## config.mk

```make
export PLATFORM = sky130hd
export DESIGN_NAME = spi_master
export DESIGN_NICKNAME = d
export VERILOG_FILES = /design/src/rtl/spi_master.sv
export SDC_FILE = /design/constraint.sdc
export NUM_CORES = 1
export LEC_CHECK = 0
export ABC_AREA = 1
export CORE_UTILIZATION = 40
export DETAILED_ROUTE_END_ITERATION = 12
export PLACE_DENSITY = 0.73
export SLEW_MARGIN = 20
export SYNTH_ARGS = -nofsm -noshare
export SYNTH_HDL_FRONTEND = slang
export SYNTH_SLANG_ARGS = --single-unit
```

## constraint.sdc

```tcl
create_clock -name sys_clk_25m -period 1.4 [get_ports sys_clk_25m]
set_input_delay 0.14 -clock sys_clk_25m [delete_from_list [all_inputs] [get_ports sys_clk_25m]]
set_output_delay 0.14 -clock sys_clk_25m [all_outputs]
set_load 0.005 [all_outputs]
```

## src/rtl/spi_master.sv

```systemverilog
`default_nettype none
// ============================================================================
//  Module   : spi_master
//  Purpose  : SPI mode-0 initiator issuing 16-bit {rw,addr,data} register frames.
//  Revision : 1.0 - initial release
// ============================================================================
module spi_master #(
    parameter int unsigned CLK_DIV  = 4,
    parameter int unsigned CS_SETUP = 2,
    parameter int unsigned CS_HOLD  = 2,
    parameter int unsigned CS_IDLE  = 4
) (
    input  logic       sys_clk_25m,
    input  logic       sys_rst,
    input  logic       start,
    input  logic       rw,
    input  logic [6:0] addr,
    input  logic [7:0] wr_data,
    output logic       busy,
    output logic       done,
    output logic [7:0] rd_data,
    output logic       spi_clk,
    output logic       spi_cs_n,
    output logic       spi_mosi,
    input  logic       spi_miso
);

    typedef enum logic [2:0] {
        ST_IDLE  = 3'd0,
        ST_SETUP = 3'd1,
        ST_SHIFT = 3'd2,
        ST_HOLD  = 3'd3,
        ST_GAP   = 3'd4
    } state_t;

    // SETUP and HOLD each carry one extra CS-low cycle; GAP is one short because
    // the IDLE cycle following done completes the CS_IDLE high time.
    localparam logic [7:0] C_DIV_LOAD   = 8'(CLK_DIV - 1);
    localparam logic [7:0] C_SETUP_LOAD = 8'(CS_SETUP);
    localparam logic [7:0] C_HOLD_LOAD  = 8'(CS_HOLD);
    localparam logic [7:0] C_GAP_LOAD   = 8'(CS_IDLE - 2);

    state_t      state_q;
    logic [7:0]  cnt_q;
    logic [3:0]  bit_q;
    logic [15:0] shreg_q;
    logic        rd_op_q;
    logic [1:0]  miso_sync_q;
    logic        busy_q;
    logic        done_q;
    logic [7:0]  rd_data_q;
    logic        sck_q;
    logic        cs_n_q;
    logic        mosi_q;

    assign busy     = busy_q;
    assign done     = done_q;
    assign rd_data  = rd_data_q;
    assign spi_clk  = sck_q;
    assign spi_cs_n = cs_n_q;
    assign spi_mosi = mosi_q;

    always_ff @(posedge sys_clk_25m) begin
        if (sys_rst) begin
            state_q     <= ST_IDLE;
            cnt_q       <= 8'h00;
            bit_q       <= 4'h0;
            shreg_q     <= 16'h0000;
            rd_op_q     <= 1'b0;
            miso_sync_q <= 2'b00;
            busy_q      <= 1'b0;
            done_q      <= 1'b0;
            rd_data_q   <= 8'h00;
            sck_q       <= 1'b0;
            cs_n_q      <= 1'b1;
            mosi_q      <= 1'b0;
        end else begin
            miso_sync_q <= {miso_sync_q[0], spi_miso};
            done_q      <= 1'b0;
            case (state_q)
                ST_IDLE: begin
                    if (start) begin
                        shreg_q <= {rw, addr, (rw ? 8'h00 : wr_data)};
                        rd_op_q <= rw;
                        mosi_q  <= rw;
                        cs_n_q  <= 1'b0;
                        busy_q  <= 1'b1;
                        cnt_q   <= C_SETUP_LOAD;
                        state_q <= ST_SETUP;
                    end
                end
                ST_SETUP: begin
                    if (cnt_q == 8'h00) begin
                        mosi_q  <= shreg_q[15];
                        bit_q   <= 4'h0;
                        cnt_q   <= C_DIV_LOAD;
                        state_q <= ST_SHIFT;
                    end else begin
                        cnt_q <= cnt_q - 8'h01;
                    end
                end
                ST_SHIFT: begin
                    if (cnt_q != 8'h00) begin
                        cnt_q <= cnt_q - 8'h01;
                    end else if (!sck_q) begin
                        sck_q <= 1'b1;
                        cnt_q <= C_DIV_LOAD;
                    end else begin
                        // End of high phase: capture MISO and present the next bit.
                        sck_q   <= 1'b0;
                        shreg_q <= {shreg_q[14:0], miso_sync_q[1]};
                        bit_q   <= bit_q + 4'h1;
                        if (bit_q == 4'hF) begin
                            cnt_q   <= C_HOLD_LOAD;
                            state_q <= ST_HOLD;
                        end else begin
                            mosi_q <= shreg_q[14];
                            cnt_q  <= C_DIV_LOAD;
                        end
                    end
                end
                ST_HOLD: begin
                    if (cnt_q == 8'h00) begin
                        cs_n_q  <= 1'b1;
                        mosi_q  <= 1'b0;
                        cnt_q   <= C_GAP_LOAD;
                        state_q <= ST_GAP;
                    end else begin
                        cnt_q <= cnt_q - 8'h01;
                    end
                end
                ST_GAP: begin
                    if (cnt_q == 8'h00) begin
                        done_q  <= 1'b1;
                        busy_q  <= 1'b0;
                        state_q <= ST_IDLE;
                        if (rd_op_q) begin
                            rd_data_q <= shreg_q[7:0];
                        end
                    end else begin
                        cnt_q <= cnt_q - 8'h01;
                    end
                end
                default: begin
                    state_q <= ST_IDLE;
                end
            endcase
        end
    end

endmodule
`default_nettype wire

```

# Word-level counts from Yosys, hierarchy flattened
# Cells that the tools add are included.
[word_totals]
ff_bits = 47
output_inout_bits = 13
[classes]
add_sub_neg = 2
n_eq_ne = 14
muxes = 39
n_bitwise = 2
reduce_logical = 20
[ops]
columns = ["cell", "n"]
rows = [
  ["two-way mux 16 bit", 3],
  ["two-way mux 8 bit", 6],
  ["case mux 8 bit (5 select lines)", 1],
  ["case mux 16 bit (2 select lines)", 1],
  ["two-way mux 3 bit", 7],
  ["!= test 2 bit (second input constant)", 9],
  ["case mux 3 bit (5 select lines)", 1],
  ["AND reduction 7 bit", 2],
  ["two-way mux 1 bit", 13],
  ["two-way mux 4 bit", 3],
  ["AND reduction 3 bit", 4],
  ["logical NOT 8 bit", 1],
  ["case mux 4 bit (2 select lines)", 1],
  ["AND reduction 4 bit", 2],
  ["nonzero test 2 bit", 4],
  ["nonzero test 8 bit", 1],
  ["subtractor 8 x 1 -> 8 bit (second input constant)", 1],
  ["== test 3 x 2 -> 1 bit (second input constant)", 2],
  ["nonzero test 5 bit", 1],
  ["adder 4 x 1 -> 4 bit (second input constant)", 1],
  ["== test 4 bit (second input constant)", 1],
  ["case mux 1 bit (2 select lines)", 2],
  ["case mux 1 bit (4 select lines)", 1],
  ["AND reduction 2 bit", 2],
  ["other kinds (6)", 7],
]

# Depth between registers and ports, before layout
[logic_depth]
depth_word = 5
ltp_mapped = 12
ltp_nobuf = 11

# Worst setup path after synthesis
# OpenSTA, ideal clock, no wires.
[synth_path]
path_kind = "flip-flop to flip-flop"
from = "reg cnt_q[0]"
to = "reg shreg_q[14]"
setup_time_ns = 0.113
arrival_time_ns = 1.418
setup_slack_ns = -0.131
stages_incl_launch_ff = 11
n_path_buf = 1
synth_period_minus_slack_ns = 1.531
path_cell_list = "dfxtp_1 -> inv_1 -> ha_1 -> nand2_2 -> nor2_8 -> nand2_4 -> nand2_2 -> nand2_4 -> buf_2 -> o21ai_1 -> nor2_1"
[synth_between]
elab_chain_cells = 3
[synth_lines]
columns = ["element", "line_no", "source"]
rows = [
  ["from (decl)", "44", "logic [7:0] cnt_q;"],
  ["from (signal assigned)", "99", "cnt_q <= cnt_q - 8'h01;"],
  ["from (signal assigned)", "104", "cnt_q <= cnt_q - 8'h01;"],
  ["from (signal assigned)", "129", "cnt_q <= cnt_q - 8'h01;"],
  ["nonzero test 8 bit", "103", "if (cnt_q != 8'h00) begin"],
  ["!= test 2 bit (no source line)", "n/a", ""],
  ["AND reduction 4 bit (no source line)", "n/a", ""],
  ["to (signal assigned)", "83", "shreg_q <= {rw, addr, (rw ? 8'h00 : wr_data)};"],
  ["to (signal assigned)", "111", "shreg_q <= {shreg_q[14:0], miso_sync_q[1]};"],
  ["to (decl)", "46", "logic [15:0] shreg_q;"],
]
# No other way between the ends.
# A chain may end at the register's enable or synchronous reset.

# Worst setup path after layout
[layout_path]
from = "reg cnt_q[1]"
to = "reg shreg_q[5]"
# Same word-level chain as after synthesis.

==> impl_metrics.toml <==
[worst_setup_path]
cp_data_required_time_ns = 1.65
path_max_fanout = 8
r2r_end = "shreg_q[5]"
startpoint_type = "flop"
slowest_delay_ns = 0.33
cp_cell_sequence = "inv_2 -> ha_4 -> nand2_8 -> nor2_8 -> nand2_4 -> nand2_4 -> nand2_8 -> buf_8 -> a21oi_2"
cp_slowest_cell = "dfxtp_2"
reg2reg_from = "cnt_q[1]"
cp.arrival_ns = 1.72
rr_worst_depth = 9
crit_type = "flop to flop"
endpoint = "shreg_q[5]"
crit_start = "cnt_q[1]"
endpoint_kind = "flop"
ff2ff_setup_slack_ns = -0.07

[flow_run]
maxCapViolCount = 0

[grt]
grt_pass1_vias = 2202
antenna_found_initial = 0
grt_use_total = 0.188
grt_max_degree = 25
grt.overflow.total = 0
grt_pass1_wl_mm = 9.25

[min_path]
min_path_type = "input port to flop"
min-delay-start = "spi_miso"

[finish]
fin_util = 0.630
layout_common_cells = "nand2_1, nor2_1, inv_1"
area_growth_pct = 49.7
final_common_cell = "nand2_1"
finalNonFillerCells = 497
nets = 448
drive_gt1_frac = 0.318
diodes = 0
fin_area_sq_um = 3510

[placed_design]
gp_congestion = 0.787
place_inst = 477
port_buffers = 32
postPlaceCellArea_sq_um = 3000
dp.final_hpwl_mm = 3.80

[logic_synthesis]
synthDistinctLibCells = 32
ys_seq_elements = 47
syn_area_sq_um = 2350
synth_warnings = 0
postSynthNetCount = 371
syn_inst = 348
ys_seq_area_frac = 0.401
avgSynthCellArea_sq_um = 6.74

[sta]
setup_viol = 21
setup_tns_ns = -0.788
slew_violations = 0
hold_violations = 0
post-route-period-util = 1.05
post-route-min-period_ns = 1.47
relSlewSlack = 0.642
max_freq_ghz = 0.679
tightestPinTransition_ns = 0.533
setup_slack_ns = -0.0724
rsz0062_at_grt = "true"
whs_ns = 0.364
skew_ns = 0.00937

[clock_tree]
cts.path.max_buffers = 2
clk_latency_ns = 0.30
cts.clk_slew.worst_paths_ns = 0.10
cts_tree = "yes"
htree_levels = 2
cts.sinks = 47
root_buffer = "clkbuf_8"
cts_buffers = 5

[route]
drt-total-wl_mm = 5.81
drt_iter0_markers = 141
drtAntennaViolNets = 0
route.detailed.drc = 0
routed-via-count = 2421
routedWlPerCell_microns = 11.7
via_per_inst = 4.87
dr.pass1.iters = 4

[floorplanning]
die_area_sq_um = 6180
rows = 27
ioPinCount = 33
die_x_microns = 78.6
start_util = 0.421
die_h_microns = 78.6
coreArea_sq_um = 5570

[status]
failed_checks = "negative setup slack"
outcome = "finished with violations"

[power_and_ir_drop]
p_leak_nw = 1.53
pwr_density_cell_nw_per_um2 = 2300
ir_worst_vdd_v = 0.00107
## timing repair
item	CTS	global route
hold buffers	0	0
setup buffers	7	2
pin swaps	11	32
cloned	3	1
resized for setup	30	80
setup endpoints to repair	36	42
hold endpoints to repair	0	0
## cells in the mapped netlist, drive strengths merged
cell / n / area (sq um)
nand2: 89 / 367
nor2: 60 / 254
inv: 51 / 196
dfxtp: 47 / 941
o21ai: 29 / 156
a21oi: 27 / 135
nand3: 11 / 60.1
a31oi: 8 / 50.1
buf: 6 / 42.5
clkbuf: 4 / 15.0
nor3: 4 / 25.0
ha: 3 / 37.5
xor2: 2 / 17.5
a211oi: 1 / 7.51
a22oi: 1 / 7.51
nand4: 1 / 6.26
nor3b: 1 / 7.51
nor4: 1 / 6.26
o21bai: 1 / 7.51
or2: 1 / 6.26
## stage by stage
step,worst slack (ns),power (mW)
detailed placement,-0.118,5.85
global route,-0.165,8.71
global placement,-0.0903,5.76
finish,-0.0724,8.09
floorplan,0.00192,4.53
CTS,-0.0431,7.29
## cells by family (layout without fill, tap and decap cells)
family | Yosys count | in the layout | synth area share
and+or+nand+nor | 168 | 169 | 0.312
xor gates and xnor gates | 2 | 2 | 0.00747
AOI/OAI and AO/OA | 67 | 68 | 0.155
buffers and inverters | 61 | 136 | 0.108
adders and majority gates | 3 | 3 | 0.0160
DFF | 47 | 47 | 0.401
## state kept, by name, indices dropped and copies added, names as in the netlist
signal / count
rd_data: 8
miso_sync_q: 2
state_q: 3
spi_mosi: 1
busy: 1
bit_q: 4
spi_cs_n: 1
spi_clk: 1
shreg_q: 16
cnt_q: 8
rd_op_q: 1
done: 1
## layout make-up
type,count,area (sq um)
fillers,478,2060
clock buffers,5,68.8
repair inverters,1,11.3
well taps,72,90.1
repair buffers,77,719
multi-input cells,242,1450
inverters,51,206
clock inverters,2,13.8
flip-flops and latches,47,952
## worst min path at each step
stage | to | slack (ns) | cells past startpoint
after floorplan | busy | 0.21 | 1
final | miso_sync_q[0] | 0.36 | 3
after global placement | miso_sync_q[1] | 0.40 | 2
after global routing | miso_sync_q[0] | 0.38 | 3
after CTS | miso_sync_q[0] | 0.36 | 3
after detailed placement | miso_sync_q[1] | 0.40 | 2
## metal layers
metal | up-vias | share of wire | global-route usage
met3 | 15 | 0.047 | 0.0314
met5 | - | 0 | 0
met2 | 67 | 0.48 | 0.326
met4 | 0 | 0.027 | 0.0778
met1 | 1090 | 0.44 | 0.228
li1 | 1249 | - | -
## critical path: cells and delay by family (launching register included)
| family | cells | cell delay (ns) |
|---|---|---|
| compound gates | 1 | 0.13 |
| buf+inv | 2 | 0.23 |
| fa+ha+maj | 1 | 0.17 |
| flops | 1 | 0.33 |
| simple gates | 5 | 0.56 |
## report_power, final
group	internal [mW]	total, mW	switching, mW	leakage (nW)
Clock	0.343	0.823	0.480	0.0440
Combinational	2.34	5.15	2.82	1.10
Sequential	1.79	2.11	0.319	0.388
(Power assumes the default switching activity.)
